$ cat config.mk
export PLATFORM = sky130hd
export DESIGN_NAME = iq_dispatch
export DESIGN_NICKNAME = d
export VERILOG_FILES = /design/src/rtl/iq_dispatch.sv
export SDC_FILE = /design/constraint.sdc
export NUM_CORES = 2
export LEC_CHECK = 0
export BUFFER_PORTS_ARGS = -buffer_cell sky130_fd_sc_hd__buf_2
export CAP_MARGIN = 5
export CORE_AREA = 2 2 244 246
export CTS_CLUSTER_SIZE = 10
export DETAILED_ROUTE_END_ITERATION = 16
export DIE_AREA = 0 0 246 248
export PLACE_DENSITY = 0.72
export RECOVER_POWER = 50
export SYNTH_ARGS = -nofsm -noshare
export SYNTH_HDL_FRONTEND = slang
export SYNTH_SLANG_ARGS = --single-unit
$ cat constraint.sdc
create_clock -name clk -period 12.3 [get_ports clk]
set_input_delay 1.23 -clock clk [delete_from_list [all_inputs] [get_ports clk]]
set_output_delay 1.23 -clock clk [all_outputs]
set_load 0.01 [all_outputs]
$ cat src/rtl/iq_dispatch.sv
// iq_dispatch: writer side of the centralized issue queue.
// Allocates the lowest free slot for each dispatched instruction, applies
// writeback wakeups to source-ready bits, ages occupied entries, retires
// granted entries one cycle after the grant, and exposes every entry on a
// flat registered vector.
module iq_dispatch #(
  parameter int OPCODE_WIDTH = 7,
  parameter int PRF_WIDTH    = 6,
  parameter int AGE_WIDTH    = 5,
  parameter int IQ_DEPTH     = 16,
  parameter int IQ_WIDTH     = 35,
  parameter int WB_PORTS     = 2,
  parameter int GNT_PORTS    = 4,
  localparam int IDX_WIDTH   = $clog2(IQ_DEPTH),
  localparam int CNT_WIDTH   = $clog2(IQ_DEPTH + 1)
) (
  input  logic                            clk,
  input  logic                            rst,
  input  logic                            flush,
  input  logic                            disp_valid,
  output logic                            disp_ready,
  input  logic [OPCODE_WIDTH-1:0]         disp_op,
  input  logic [PRF_WIDTH-1:0]            disp_prs1,
  input  logic                            disp_prs1_rdy,
  input  logic [PRF_WIDTH-1:0]            disp_prs2,
  input  logic                            disp_prs2_rdy,
  input  logic                            disp_prdv,
  input  logic [PRF_WIDTH-1:0]            disp_prd,
  input  logic [WB_PORTS-1:0]             wb_valid,
  input  logic [WB_PORTS*PRF_WIDTH-1:0]   wb_prd,
  input  logic [GNT_PORTS-1:0]            gnt_valid,
  input  logic [GNT_PORTS*IDX_WIDTH-1:0]  gnt_idx,
  output logic [IQ_DEPTH*IQ_WIDTH-1:0]    ciq_flat,
  output logic [CNT_WIDTH-1:0]            iq_count,
  output logic                            iq_full
);

  // Field order (MSB first) matches the entry layout the issue stage decodes.
  typedef struct packed {
    logic [OPCODE_WIDTH-1:0] op;
    logic [PRF_WIDTH-1:0]    prs1;
    logic                    prs1_rdy;
    logic [PRF_WIDTH-1:0]    prs2;
    logic                    prs2_rdy;
    logic [PRF_WIDTH-1:0]    prd;
    logic                    prdv;
    logic [AGE_WIDTH-1:0]    age;
    logic                    issued;
    logic                    free;
  } entry_t;

  localparam logic [AGE_WIDTH-1:0] AGE_MAX = '1;
  localparam logic [CNT_WIDTH-1:0] CNT_FULL = CNT_WIDTH'(IQ_DEPTH);

  entry_t entry_q [IQ_DEPTH];
  entry_t entry_d [IQ_DEPTH];

  logic [CNT_WIDTH-1:0] count_q;
  logic [CNT_WIDTH-1:0] count_d;

  logic                 alloc_found;
  logic [IDX_WIDTH-1:0] alloc_idx;
  logic                 disp_fire;
  logic [IQ_DEPTH-1:0]  gnt_hit;
  logic [CNT_WIDTH-1:0] free_cnt;
  logic                 dup_grant;

  function automatic entry_t empty_entry();
    entry_t e;
    e      = '0;
    e.free = 1'b1;
    return e;
  endfunction

  // A tag is woken when any valid writeback port broadcasts it this cycle.
  function automatic logic wb_hit(input logic [PRF_WIDTH-1:0]          tag,
                                  input logic [WB_PORTS-1:0]           valid,
                                  input logic [WB_PORTS*PRF_WIDTH-1:0] tags);
    logic hit;
    hit = 1'b0;
    for (int k = 0; k < WB_PORTS; k++) begin
      if (valid[k] && (tags[k*PRF_WIDTH +: PRF_WIDTH] == tag)) begin
        hit = 1'b1;
      end
    end
    return hit;
  endfunction

  // Full/ready come from the registered count only, never from same-cycle frees.
  always_comb begin
    iq_full    = (count_q == CNT_FULL);
    disp_ready = ~iq_full;
    iq_count   = count_q;
  end

  // Lowest-index free slot; scanning downward leaves the smallest index last.
  always_comb begin
    alloc_found = 1'b0;
    alloc_idx   = '0;
    for (int i = IQ_DEPTH - 1; i >= 0; i--) begin
      if (entry_q[i].free) begin
        alloc_found = 1'b1;
        alloc_idx   = IDX_WIDTH'(i);
      end
    end
    disp_fire = disp_valid & disp_ready & alloc_found & ~flush;
  end

  // Decode the arbiter grants into a per-entry hit mask and spot collisions.
  always_comb begin
    gnt_hit   = '0;
    dup_grant = 1'b0;
    for (int p = 0; p < GNT_PORTS; p++) begin
      if (gnt_valid[p]) begin
        gnt_hit[gnt_idx[p*IDX_WIDTH +: IDX_WIDTH]] = 1'b1;
      end
      for (int q = p + 1; q < GNT_PORTS; q++) begin
        if (gnt_valid[p] && gnt_valid[q] &&
            (gnt_idx[p*IDX_WIDTH +: IDX_WIDTH] == gnt_idx[q*IDX_WIDTH +: IDX_WIDTH])) begin
          dup_grant = 1'b1;
        end
      end
    end
  end

  // Entries issued last edge are the ones released on this edge.
  always_comb begin
    free_cnt = '0;
    for (int i = 0; i < IQ_DEPTH; i++) begin
      free_cnt = free_cnt + CNT_WIDTH'(entry_q[i].issued);
    end
  end

  // Per-entry next state: release, age/wakeup/grant, or fresh allocation.
  always_comb begin
    for (int i = 0; i < IQ_DEPTH; i++) begin
      entry_d[i] = entry_q[i];
      if (entry_q[i].issued) begin
        entry_d[i].free   = 1'b1;
        entry_d[i].issued = 1'b0;
        entry_d[i].age    = '0;
      end else if (!entry_q[i].free) begin
        if (entry_q[i].age != AGE_MAX) begin
          entry_d[i].age = entry_q[i].age + 1'b1;
        end
        if (wb_hit(entry_q[i].prs1, wb_valid, wb_prd)) begin
          entry_d[i].prs1_rdy = 1'b1;
        end
        if (wb_hit(entry_q[i].prs2, wb_valid, wb_prd)) begin
          entry_d[i].prs2_rdy = 1'b1;
        end
        if (gnt_hit[i]) begin
          entry_d[i].issued = 1'b1;
        end
      end else if (disp_fire && (alloc_idx == IDX_WIDTH'(i))) begin
        entry_d[i].free     = 1'b0;
        entry_d[i].issued   = 1'b0;
        entry_d[i].age      = '0;
        entry_d[i].op       = disp_op;
        entry_d[i].prs1     = disp_prs1;
        entry_d[i].prs1_rdy = disp_prs1_rdy | wb_hit(disp_prs1, wb_valid, wb_prd);
        entry_d[i].prs2     = disp_prs2;
        entry_d[i].prs2_rdy = disp_prs2_rdy | wb_hit(disp_prs2, wb_valid, wb_prd);
        entry_d[i].prdv     = disp_prdv;
        entry_d[i].prd      = disp_prd;
      end
      if (flush) begin
        entry_d[i] = empty_entry();
      end
    end
  end

  // Occupancy tracks allocations minus releases; flush empties the queue.
  always_comb begin
    count_d = count_q + CNT_WIDTH'(disp_fire) - free_cnt;
    if (flush) begin
      count_d = '0;
    end
  end

  // State registers with synchronous reset.
  always_ff @(posedge clk) begin
    if (rst) begin
      for (int i = 0; i < IQ_DEPTH; i++) begin
        entry_q[i] <= empty_entry();
      end
      count_q <= '0;
    end else begin
      for (int i = 0; i < IQ_DEPTH; i++) begin
        entry_q[i] <= entry_d[i];
      end
      count_q <= count_d;
    end
  end

  // Flatten the registered entries for the issue stage.
  always_comb begin
    ciq_flat = '0;
    for (int i = 0; i < IQ_DEPTH; i++) begin
      ciq_flat[i*IQ_WIDTH +: IQ_WIDTH] = entry_q[i];
    end
  end

`ifndef SYNTHESIS
  // Two arbiters must never pick the same slot in one cycle.
  always_ff @(posedge clk) begin
    if (!rst && !flush) begin
      assert (!dup_grant) else $error("iq_dispatch: two grant ports share one index");
    end
  end
`endif

endmodule
==> results.py <==
metrics = {
    "setup_path": {
        "critPathTopFamily": "simple AND/OR/NAND/NOR gates",
        "crit_arrival_ps": 5910,
        "end_kind": "flop",
        "crit_required_ps": 12770,
        "crit_buf_inv": 3,
        "reg2reg_to": "iq_count[4]",
        "ff2ff_path_depth": 18,
        "rrSetupSlack_ps": 7390,
        "r2r_start": "entry_q[1][140]",
        "crit_type": "input pin to flop",
        "cp-start-kind": "input pin",
        "cp_common_cell": "buf_4",
        "cp_max_fo": 89,
        "cp-startpoint": "flush",
        "path_cells": "clkbuf_1, or2_0, buf_4, buf_4, nor2_1",
        "slowest_stage": "or2_0",
        "critical-path-max-stage-delay_ps": 2210,
    },
    "routing": {
        "via_per_inst": 5.88,
        "wl_per_cell_um": 24.3,
        "drc_errors": 0,
        "drt_iter0_markers": 2626,
        "firstDrtPassIters": 6,
        "vias": 27300,
        "drtAntennaViolNets": 0,
        "drt-total-wl_um": 113000,
    },
    "clock_network": {
        "clk_path_buf_depth": 3,
        "clkTransAtPathRegs_ps": 50,
        "clk_latency_ps": 620,
        "cts_tree": "built",
        "ctsHoldBuffers": 0,
        "numCtsBuffers": 69,
        "ctsResizeCount": 0,
        "post_cts_buffers": 0,
        "cts_num_sinks": 565,
        "htreeDepth": 3,
        "cts-root-buf": "clkbuf_16",
    },
    "floorplanning": {
        "fp.dieH_um": 248,
        "initial_core_util_pct": 47.4,
        "dieArea_um2": 61000,
        "std_cell_rows": 89,
        "coreArea_um2": 58500,
        "io_pins": 633,
        "die_w_um": 246,
    },
    "finish": {
        "area_delta_synth_final_pct": 17.2,
        "final_util_pct": 55.6,
        "final_cell_mix": "nand2_1, dfxtp_1, clkbuf_1",
        "layout-drive-gt1-share_pct": 7.09,
        "nets": 3968,
        "final_common_cell": "nand2_1",
    },
    "yosys": {
        "ys_types": 76,
        "syn-num-nets": 3501,
        "synth_compound_gate_area_share_pct": 12.6,
        "synth-adder-area-share_pct": 3.18,
        "synth_mux_area_share_pct": 4.27,
        "synth-simple-area-share_pct": 20.9,
        "synth_top_family_by_area": "simple AND/OR/NAND/NOR gates",
        "ys_seq_area_share_pct": 40.8,
        "syn_area_um2": 27700,
        "synthTopCellsByArea": "dfxtp_1, nand2_1, xnor2_1, a21oi_1, xor2_1",
        "async_flop_share_pct": 0,
        "yosysWarnings": 0,
        "avgSynthCellArea_um2": 8.22,
        "synthXorXnorAreaFrac_pct": 13.4,
        "syn_inst": 3373,
        "synth-edff-count": 0,
        "yosys.area.top_type_share_pct": 40.8,
        "synthFlopType": "dfxtp_1",
        "synth_top_area_cell": "dfxtp_1",
        "synth-seq-cells": 565,
    },
    "timing": {
        "finalSetupViolCount": 0,
        "slew_headroom_pct": -99.9,
        "setup_tns_ps": 0,
        "post-route-period-util_pct": 44.2,
        "maxSlewViolCount": 80,
        "hold_viol": 0,
        "rsz0062_at_grt": "false",
        "worstMarginPinSlew_ps": 3000,
        "skew_ps": 25.8,
        "fmax_mhz": 184,
        "fin_crit_ps": 5440,
    },
    "run_status": {
        "violations": "capacitance limit, slew limit",
        "status": "finished, violations left",
    },
    "place": {
        "dp_hpwl_um": 76500,
        "gp_congestion": 0.929,
        "io_buffers": 632,
    },
    "power": {
        "power_frac_clock_pct": 46.2,
        "power_frac_seq_pct": 45.0,
        "p_per_area_nw_per_um2": 126,
        "power.switching_w": 0.00106,
        "internal-power_w": 0.00304,
        "p_leak_nw": 11.3,
        "ir_drop_mv": 0.108,
        "swShare_pct": 25.8,
        "fin_total_pwr_w": 0.00410,
        "comb_power_share_pct": 8.8,
    },
    "worst_hold_path": {
        "hold_path.class": "flop to flop",
        "holdPathEnd": "entry_q[0][150]",
        "hold_path_depth": 2,
        "min_from": "entry_q[0][150]",
    },
    "global_route": {
        "grt_usage_pct": 35.9,
        "grt_pass1_wl_um": 166000,
        "antenna_found_initial": 6,
        "first_global_vias": 25800,
        "grt_max_degree": 101,
        "grt_overflow": 0,
    },
    "flow_run": {
        "cap_violations": 2,
    },
}
## Yosys cell counts (47+ instances only)
master	count
a21oi_1	394
buf_2	50
clkbuf_1	215
dfxtp_1	565
ha_1	48
inv_1	47
mux2i_1	116
nand2_1	628
nand3_1	100
nand4_1	87
nor2_1	199
nor3_1	54
nor4_1	54
o21ai_0	58
xnor2_1	239
xor2_1	186
## kinds of logic (layout without fill, tap and decap cells)
family / after synthesis / in the layout
buffers and inverters: 330 / 824
XOR/XNOR: 425 / 425
other: 0 / 4
flip-flops: 565 / 565
AND/OR/NAND/NOR: 1273 / 1273
adder cells (fa/ha/maj): 62 / 62
AO/OA/AOI/OAI: 600 / 600
multiplexers: 118 / 118
## worst max path at each step
stage,endpoint,slack [ps],cells after the start
global placement,iq_count[4],6930,20
global route,entry_q[0][238],6510,5
detailed placement,iq_count[4],6900,20
CTS,iq_count[4],7470,18
floorplan,iq_count[4],7410,19
finish,entry_q[0][242],6860,5
## power by group through the flow
stage	combinational, W	sequential [W]	clock, W
3_3_place_gp	0.000353	0.00188	0
3_5_place_dp	0.000354	0.00188	0
5_1_grt	0.000387	0.00185	0.00198
6_report	0.000360	0.00185	0.00190
2_1_floorplan	0.000237	0.00189	0
4_1_cts	0.000356	0.00185	0.00191
## layer usage
layer,part of all wire [%],vias to the layer above,global-route usage (%),routed length (um)
li1,-,12400,-,-
met1,38,13000,44.3,43500
met2,45,1508,57.2,50700
met3,11,365,10.8,12900
met4,5.2,4,17.5,5930
met5,0.020,-,0,23
## final cells by class
cell class / instances / area, um2
clock buffer: 89 / 1880
timing repair buffer: 679 / 2840
sequential: 565 / 11300
clock inverter: 9 / 138
multi-input combinational: 2478 / 15200
tap: 773 / 967
inverter: 47 / 176
antenna: 4 / 10.0
fill: 5649 / 26000
## through the flow
stage               hold slack (ps)  instances  worst slack, ps  area, um2
CTS                             448       4640             7470      33200
global placement                434       4542             6930      31100
finish                          449       4644             6860      32500
floorplan                       476       3373             7410      27700
detailed placement              440       4542             6900      31100
global route                    462       4641             6510      32500
## registers in the layout, indices dropped and copies added (netlist names)
signal,flops
entry_q,560
iq_count,5
## worst reg2reg max path: cells and delay by family, from the launching register on
family	cells	cell delay (ps)
XOR/XNOR	3	480
buffers and inverters	5	280
adder cells (fa/ha/maj)	7	2440
AO/OA/AOI/OAI	1	220
flip-flops	1	490
AND/OR/NAND/NOR	2	780
Power figures use the tool's default switching activity.
